## config.mk

```make
export PLATFORM = sky130hd
export DESIGN_NAME = memory_bus_arbiter
export DESIGN_NICKNAME = d
export VERILOG_FILES = /design/src/rtl/memory_bus_arbiter_pkg.sv /design/src/rtl/memory_bus_arbiter.sv
export SDC_FILE = /design/constraint.sdc
export NUM_CORES = 1
export LEC_CHECK = 0
export ABC_AREA = 1
export CAP_MARGIN = 10
export CORE_AREA = 8 8 253 255
export CTS_CLUSTER_DIAMETER = 80
export DETAILED_ROUTE_END_ITERATION = 6
export DIE_AREA = 0 0 261 263
export PLACE_DENSITY_LB_ADDON = 0.2
export SYNTH_ARGS = -nofsm -noshare
export SYNTH_HDL_FRONTEND = slang
export SYNTH_SLANG_ARGS = --single-unit
```

## constraint.sdc

```tcl
create_clock -name clock -period 2 [get_ports clock]
set_clock_uncertainty 0.05 [all_clocks]
set_input_delay 0.5 -clock clock [delete_from_list [all_inputs] [get_ports clock]]
set_output_delay 0.5 -clock clock [all_outputs]
set_load 0.03 [all_outputs]
```

## src/rtl/memory_bus_arbiter_pkg.sv

```systemverilog
// Shared encodings and default widths for the instruction/data cache memory bus arbiter.
package memory_bus_arbiter_pkg;

  localparam int DEFAULT_ADDR_W  = 6;
  localparam int DEFAULT_BLOCK_W = 128;

  typedef enum logic [1:0] {
    IDLE  = 2'b00,
    ISSUE = 2'b01,
    WAIT  = 2'b10,
    DONE  = 2'b11
  } ArbState;

  typedef enum logic {
    OWNER_I = 1'b0,
    OWNER_D = 1'b1
  } Owner;

endpackage

```

## src/rtl/memory_bus_arbiter.sv

```systemverilog
// Round-robin arbiter giving the instruction and data caches turns on one shared block memory.
module memory_bus_arbiter
  import memory_bus_arbiter_pkg::*;
#(
  parameter int ADDR_W  = DEFAULT_ADDR_W,
  parameter int BLOCK_W = DEFAULT_BLOCK_W
) (
  input  logic               clock,
  input  logic               reset,
  input  logic               icREAD,
  input  logic [ADDR_W-1:0]  icADDRESS,
  output logic [BLOCK_W-1:0] icREADDATA,
  output logic               icBUSYWAIT,
  input  logic               dcREAD,
  input  logic               dcWRITE,
  input  logic [ADDR_W-1:0]  dcADDRESS,
  input  logic [BLOCK_W-1:0] dcWRITEDATA,
  output logic [BLOCK_W-1:0] dcREADDATA,
  output logic               dcBUSYWAIT,
  output logic               memREAD,
  output logic               memWRITE,
  output logic [ADDR_W-1:0]  memADDRESS,
  output logic [BLOCK_W-1:0] memWRITEDATA,
  input  logic [BLOCK_W-1:0] memREADDATA,
  input  logic               memBUSYWAIT
);

  ArbState state, nextState;
  Owner    owner, lastOwner, winner;
  logic    dcReq, grant, complete;

  assign dcReq = dcREAD | dcWRITE;

  // On a tie the cache that did not have the previous turn wins.
  always_comb begin
    winner = OWNER_I;
    if (icREAD && dcReq) begin
      if (lastOwner == OWNER_I) winner = OWNER_D;
    end else if (dcReq) begin
      winner = OWNER_D;
    end
  end

  always_comb begin
    nextState = state;
    grant     = 1'b0;
    complete  = 1'b0;
    case (state)
      IDLE: begin
        if (icREAD || dcReq) begin
          grant     = 1'b1;
          nextState = ISSUE;
        end
      end
      ISSUE: nextState = WAIT;
      WAIT: begin
        if (!memBUSYWAIT) begin
          complete  = 1'b1;
          nextState = DONE;
        end
      end
      DONE: nextState = IDLE;
    endcase
  end

  always_ff @(posedge clock) begin
    if (reset) state <= IDLE;
    else       state <= nextState;
  end

  // Bus request registers are loaded at grant and held until the access completes.
  always_ff @(posedge clock) begin
    if (reset) begin
      owner        <= OWNER_I;
      lastOwner    <= OWNER_D;
      memREAD      <= 1'b0;
      memWRITE     <= 1'b0;
      memADDRESS   <= '0;
      memWRITEDATA <= '0;
      icREADDATA   <= '0;
      dcREADDATA   <= '0;
    end else begin
      if (grant) begin
        owner <= winner;
        if (winner == OWNER_I) begin
          memADDRESS <= icADDRESS;
          memREAD    <= 1'b1;
          memWRITE   <= 1'b0;
        end else begin
          memADDRESS   <= dcADDRESS;
          memWRITEDATA <= dcWRITEDATA;
          memREAD      <= ~dcWRITE;
          memWRITE     <= dcWRITE;
        end
      end
      if (complete) begin
        memREAD   <= 1'b0;
        memWRITE  <= 1'b0;
        lastOwner <= owner;
        if (memREAD) begin
          if (owner == OWNER_I) icREADDATA <= memREADDATA;
          else                  dcREADDATA <= memREADDATA;
        end
      end
    end
  end

  assign icBUSYWAIT = icREAD & ~((state == DONE) && (owner == OWNER_I));
  assign dcBUSYWAIT = dcReq & ~((state == DONE) && (owner == OWNER_D));

endmodule

```

==> metrics.txt <==
# TYPE chip_impl_metric gauge
chip_impl_metric{name="drv_slew",unit=""} 0
chip_impl_metric{name="design.die.area",unit="um^2"} 68600
chip_impl_metric{name="dpl.cell_count",unit=""} 3438
chip_impl_metric{name="netlist_area",unit="um^2"} 14700
chip_impl_metric{name="worst_path_largest_cell_delay",unit="ns"} 0.47
chip_impl_metric{name="dr.first_iter.drc_count",unit=""} 790
chip_impl_metric{name="synth_warnings",unit=""} 0
chip_impl_metric{name="drt_pass1_iterations",unit=""} 5
chip_impl_metric{name="route.detailed.wl_per_inst",unit="um"} 18.6
chip_impl_metric{name="max-vdd-ir-drop",unit="mV"} 0.589
chip_impl_metric{name="die_h",unit="um"} 263
chip_impl_metric{name="avgSynthCellArea",unit="um^2"} 7.21
chip_impl_metric{name="critical_path_buf_inv_count",unit=""} 1
chip_impl_metric{name="report.final.setup_viol",unit=""} 0
chip_impl_metric{name="power.static_leakage",unit="nW"} 12.4
chip_impl_metric{name="synth_seq_area_share",unit=""} 0.541
chip_impl_metric{name="synthDominantCellAreaShare",unit=""} 0.541
chip_impl_metric{name="avgViaCountPerCell",unit=""} 4.22
chip_impl_info{name="yosys.cell_count.top_type",value="nor2_1"} 1
chip_impl_metric{name="fp.coreArea",unit="um^2"} 59900
chip_impl_metric{name="totalPowerFinal",unit="mW"} 26.0
chip_impl_metric{name="postCtsSetupBuffers",unit=""} 0
chip_impl_metric{name="share_of_async_settable_or_async_resettable_flops_after_synthesis",unit=""} 0
chip_impl_info{name="endpoint_kind",value="primary output"} 1
chip_impl_metric{name="portBuffers",unit=""} 667
chip_impl_metric{name="maxSlewHeadroom",unit=""} 0.692
chip_impl_info{name="clock-root-buffer",value="clkbuf_16"} 1
chip_impl_info{name="dominantRegCellSynth",value="dfxtp_1"} 1
chip_impl_metric{name="dieWidth",unit="um"} 261
chip_impl_metric{name="synthesis_stage_register_bit_count",unit=""} 396
chip_impl_metric{name="rows",unit=""} 90
chip_impl_metric{name="timing.final.ws_setup",unit="ns"} 0.0458
chip_impl_info{name="cts_tree",value="done"} 1
chip_impl_info{name="crit_chain",value="clkdlybuf4s15_1"} 1
chip_impl_metric{name="use_met2",unit=""} 0.318
chip_impl_info{name="hold-path-endpoint",value="memWRITE$_SDFFE_PP0P_"} 1
chip_impl_metric{name="clock_transition_time_at_the_flip_flop_clock_pins_of_the_worst_setup_and_hold_paths",unit="ns"} 0.06
chip_impl_metric{name="post-place-ws",unit="ns"} -0.164
chip_impl_metric{name="final.period_utilization",unit=""} 0.977
chip_impl_metric{name="worst_r2r_path_depth",unit=""} 9
chip_impl_info{name="critPathLaunchType",value="flip-flop"} 1
chip_impl_info{name="critPathTopFamily",value="buffers and inverters"} 1
chip_impl_metric{name="layout_overhead_on_the_synthesized_area",unit="%"} 62.1
chip_impl_metric{name="crit_path_max_fanout",unit=""} 2
chip_impl_info{name="critical_path.reg2reg.startpoint",value="state[0]$_SDFFE_PP0P_"} 1
chip_impl_metric{name="crit_arrival",unit="ns"} 1.40
chip_impl_metric{name="synth_cells",unit=""} 2034
chip_impl_metric{name="grt.overflow.total",unit=""} 0
chip_impl_info{name="grt_setup_unrepaired",value="false"} 1
chip_impl_info{name="top_usage_layer",value="met2"} 1
chip_impl_metric{name="synth_enable_flop_cells",unit=""} 0
chip_impl_metric{name="clock_latency",unit="ns"} 0.56
chip_impl_metric{name="drive_above_1_share",unit=""} 0.0675
chip_impl_metric{name="initial_utilization",unit=""} 0.245
chip_impl_metric{name="grt_antenna_before_repair",unit=""} 16
chip_impl_info{name="reg2reg_to",value="icREADDATA[48]$_SDFFE_PP0P_"} 1
chip_impl_info{name="slowest_stage",value="clkdlybuf4s15_1"} 1
chip_impl_info{name="synth_top_cells_by_count",value="790 x nor2_1, 396 x dfxtp_1, 293 x nand2_1, 248 x o21ai_0, 149 x inv_1"} 1
chip_impl_metric{name="timing.hold.worst_path_depth",unit=""} 2
chip_impl_metric{name="yosysUniqueCellTypes",unit=""} 21
chip_impl_metric{name="grt_usage",unit=""} 0.182
chip_impl_metric{name="pwr_density_cell",unit="nW/um^2"} 1090
chip_impl_metric{name="global_route.usage.met1",unit=""} 0.198
chip_impl_metric{name="hold_viol",unit=""} 0
chip_impl_info{name="hp-start",value="memWRITE$_SDFFE_PP0P_"} 1
chip_impl_metric{name="detailroute.via_count",unit=""} 14900
chip_impl_metric{name="clock_sink_count",unit=""} 396
chip_impl_metric{name="met3_usage",unit=""} 0.0837
chip_impl_info{name="synthDominantAreaCellType",value="dfxtp_1"} 1
chip_impl_metric{name="drt_wl_total",unit="um"} 65500
chip_impl_metric{name="worst_slew_pin_slew",unit="ns"} 0.464
chip_impl_metric{name="grt_start_max_net_pins",unit=""} 78
chip_impl_metric{name="final_cells",unit=""} 3528
chip_impl_metric{name="gp_congestion",unit=""} 0.852
chip_impl_info{name="ys_top_cells_by_area",value="dfxtp_1 54%, nor2_1 20%, o21ai_0 8.5%"} 1
chip_impl_metric{name="cts-root-to-sink-buffers",unit=""} 3
chip_impl_info{name="outcome",value="finished clean"} 1
chip_impl_metric{name="htree_num_levels",unit=""} 2
chip_impl_info{name="timing.setup.critical_path_class",value="flip-flop to primary output"} 1
chip_impl_metric{name="layout.nets",unit=""} 2982
chip_impl_metric{name="critPathRequiredTime",unit="ns"} 1.45
chip_impl_metric{name="route.antenna.remaining_nets",unit=""} 0
chip_impl_metric{name="dp_hpwl",unit="um"} 50300
chip_impl_metric{name="r2r_slack",unit="ns"} 0.27
chip_impl_metric{name="postSynthNetCount",unit=""} 2311
chip_impl_metric{name="drc",unit=""} 0
chip_impl_metric{name="period_minus_slack",unit="ns"} 1.95
chip_impl_metric{name="io_pins",unit=""} 668
chip_impl_metric{name="finalHoldWorstSlack",unit="ns"} 0.428
chip_impl_info{name="timing.hold.worst.class",value="flip-flop to flip-flop"} 1
chip_impl_metric{name="grt_pass1_wl",unit="um"} 96700
chip_impl_metric{name="first_global_vias",unit=""} 15100
chip_impl_metric{name="cts-buffers-inserted",unit=""} 47
chip_impl_metric{name="drv_cap",unit=""} 0
chip_impl_metric{name="maxClockFrequency",unit="MHz"} 512
## power by group
| part | internal [mW] | switching, mW | total (mW) |
|---|---|---|---|
| Sequential | 9.01 | 0.549 | 9.56 |
| Clock | 4.99 | 3.50 | 8.50 |
| Combinational | 2.77 | 5.19 | 7.96 |
| Total | 16.8 | 9.25 | 26.0 |
## stage by stage
stage / util / instance area, um^2 / TNS, ns
floorplan: - / 14700 / 0
global placement: 0.378 / 22600 / -5.22
detailed placement: 0.378 / 22600 / -12.63
CTS: 0.396 / 23800 / 0
global route: 0.397 / 23800 / 0
finish: 0.397 / 23800 / 0
## worst max-delay path by stage
| stage | from | end | slack, ns | depth (start not counted) |
|---|---|---|---|---|
| after CTS | icREADDATA[12]$_SDFFE_PP0P_ | icREADDATA[12] | 0.002 | 1 |
| final | dcREADDATA[9]$_SDFFE_PP0P_ | dcREADDATA[9] | 0.05 | 1 |
| after global routing | icREADDATA[12]$_SDFFE_PP0P_ | icREADDATA[12] | 0.0004 | 1 |
| after global placement | memBUSYWAIT | icREADDATA[47]$_SDFFE_PP0P_ | -0.13 | 9 |
| after floorplan | icREAD | icBUSYWAIT | 0.42 | 2 |
| after detailed placement | memBUSYWAIT | icREADDATA[48]$_SDFFE_PP0P_ | -0.16 | 9 |
## routing by layer
| metal | share of wire | vias to the layer above | wire length, um |
|---|---|---|---|
| met3 | 0.11 | 89 | 7200 |
| li1 | - | 7531 | - |
| met4 | 0.018 | 20 | 1160 |
| met5 | 0.0020 | - | 133 |
| met1 | 0.39 | 6762 | 25400 |
| met2 | 0.48 | 477 | 31600 |
## kinds of logic after synthesis
| group | after synthesis | synth area share |
|---|---|---|
| AOI/OAI and AO/OA | 267 | 0.0911 |
| adders and majority gates | 3 | 0.00256 |
| buffers and inverters | 278 | 0.0842 |
| DFF | 396 | 0.541 |
| and+or+nand+nor | 1090 | 0.281 |
## sequential cells by signal, indices dropped and copies added, names as in the netlist
signal	cells
dcREADDATA	128
icREADDATA	128
lastOwner	1
memADDRESS	6
memREAD	1
memWRITE	1
memWRITEDATA	128
owner	1
state	2
## layout make-up
class / instances / area [um^2]
inverter: 150 / 576
clock buffer: 68 / 1320
tap: 782 / 978
fill: 6177 / 36100
sequential: 396 / 7930
clock inverter: 17 / 211
timing repair buffer: 750 / 7220
antenna: 5 / 12.5
multi-input combinational: 1360 / 5520
## cell usage in the layout (no fill, tap or decap)
cell type,count
clkdlybuf4s15_2,9
clkinv_2,7
clkbuf_8,6
ha_2,1
clkinv_8,2
nand3_1,1
nand2_2,1
buf_6,2
inv_4,2
inv_6,3
inv_8,1
a21oi_1,6
diode_2,5
bufinv_16,3
clkdlybuf4s15_1,24
clkdlybuf4s50_1,273
dlygate4sd2_1,350
dfxtp_2,1
nor2_4,3
ha_1,2
nand3b_1,1
o21ai_0,248
dfxtp_1,395
clkbuf_2,3
buf_4,59
a21oi_2,2
nand3b_4,1
clkbuf_16,47
clkbuf_1,15
nand2_1,293
buf_12,30
nor2_1,790
inv_1,147
o21ai_1,11
clkinvlp_4,1
inv_16,1
## what timing repair did
action                                 in CTS  in global routing
setup endpoints to repair                 388                 13
endpoints found under the hold margin       0                  0
pin swaps                                   1                  1
hold buffers                                0                  0
resized for setup                         427                 13
Power figures use the tool's default switching activity.
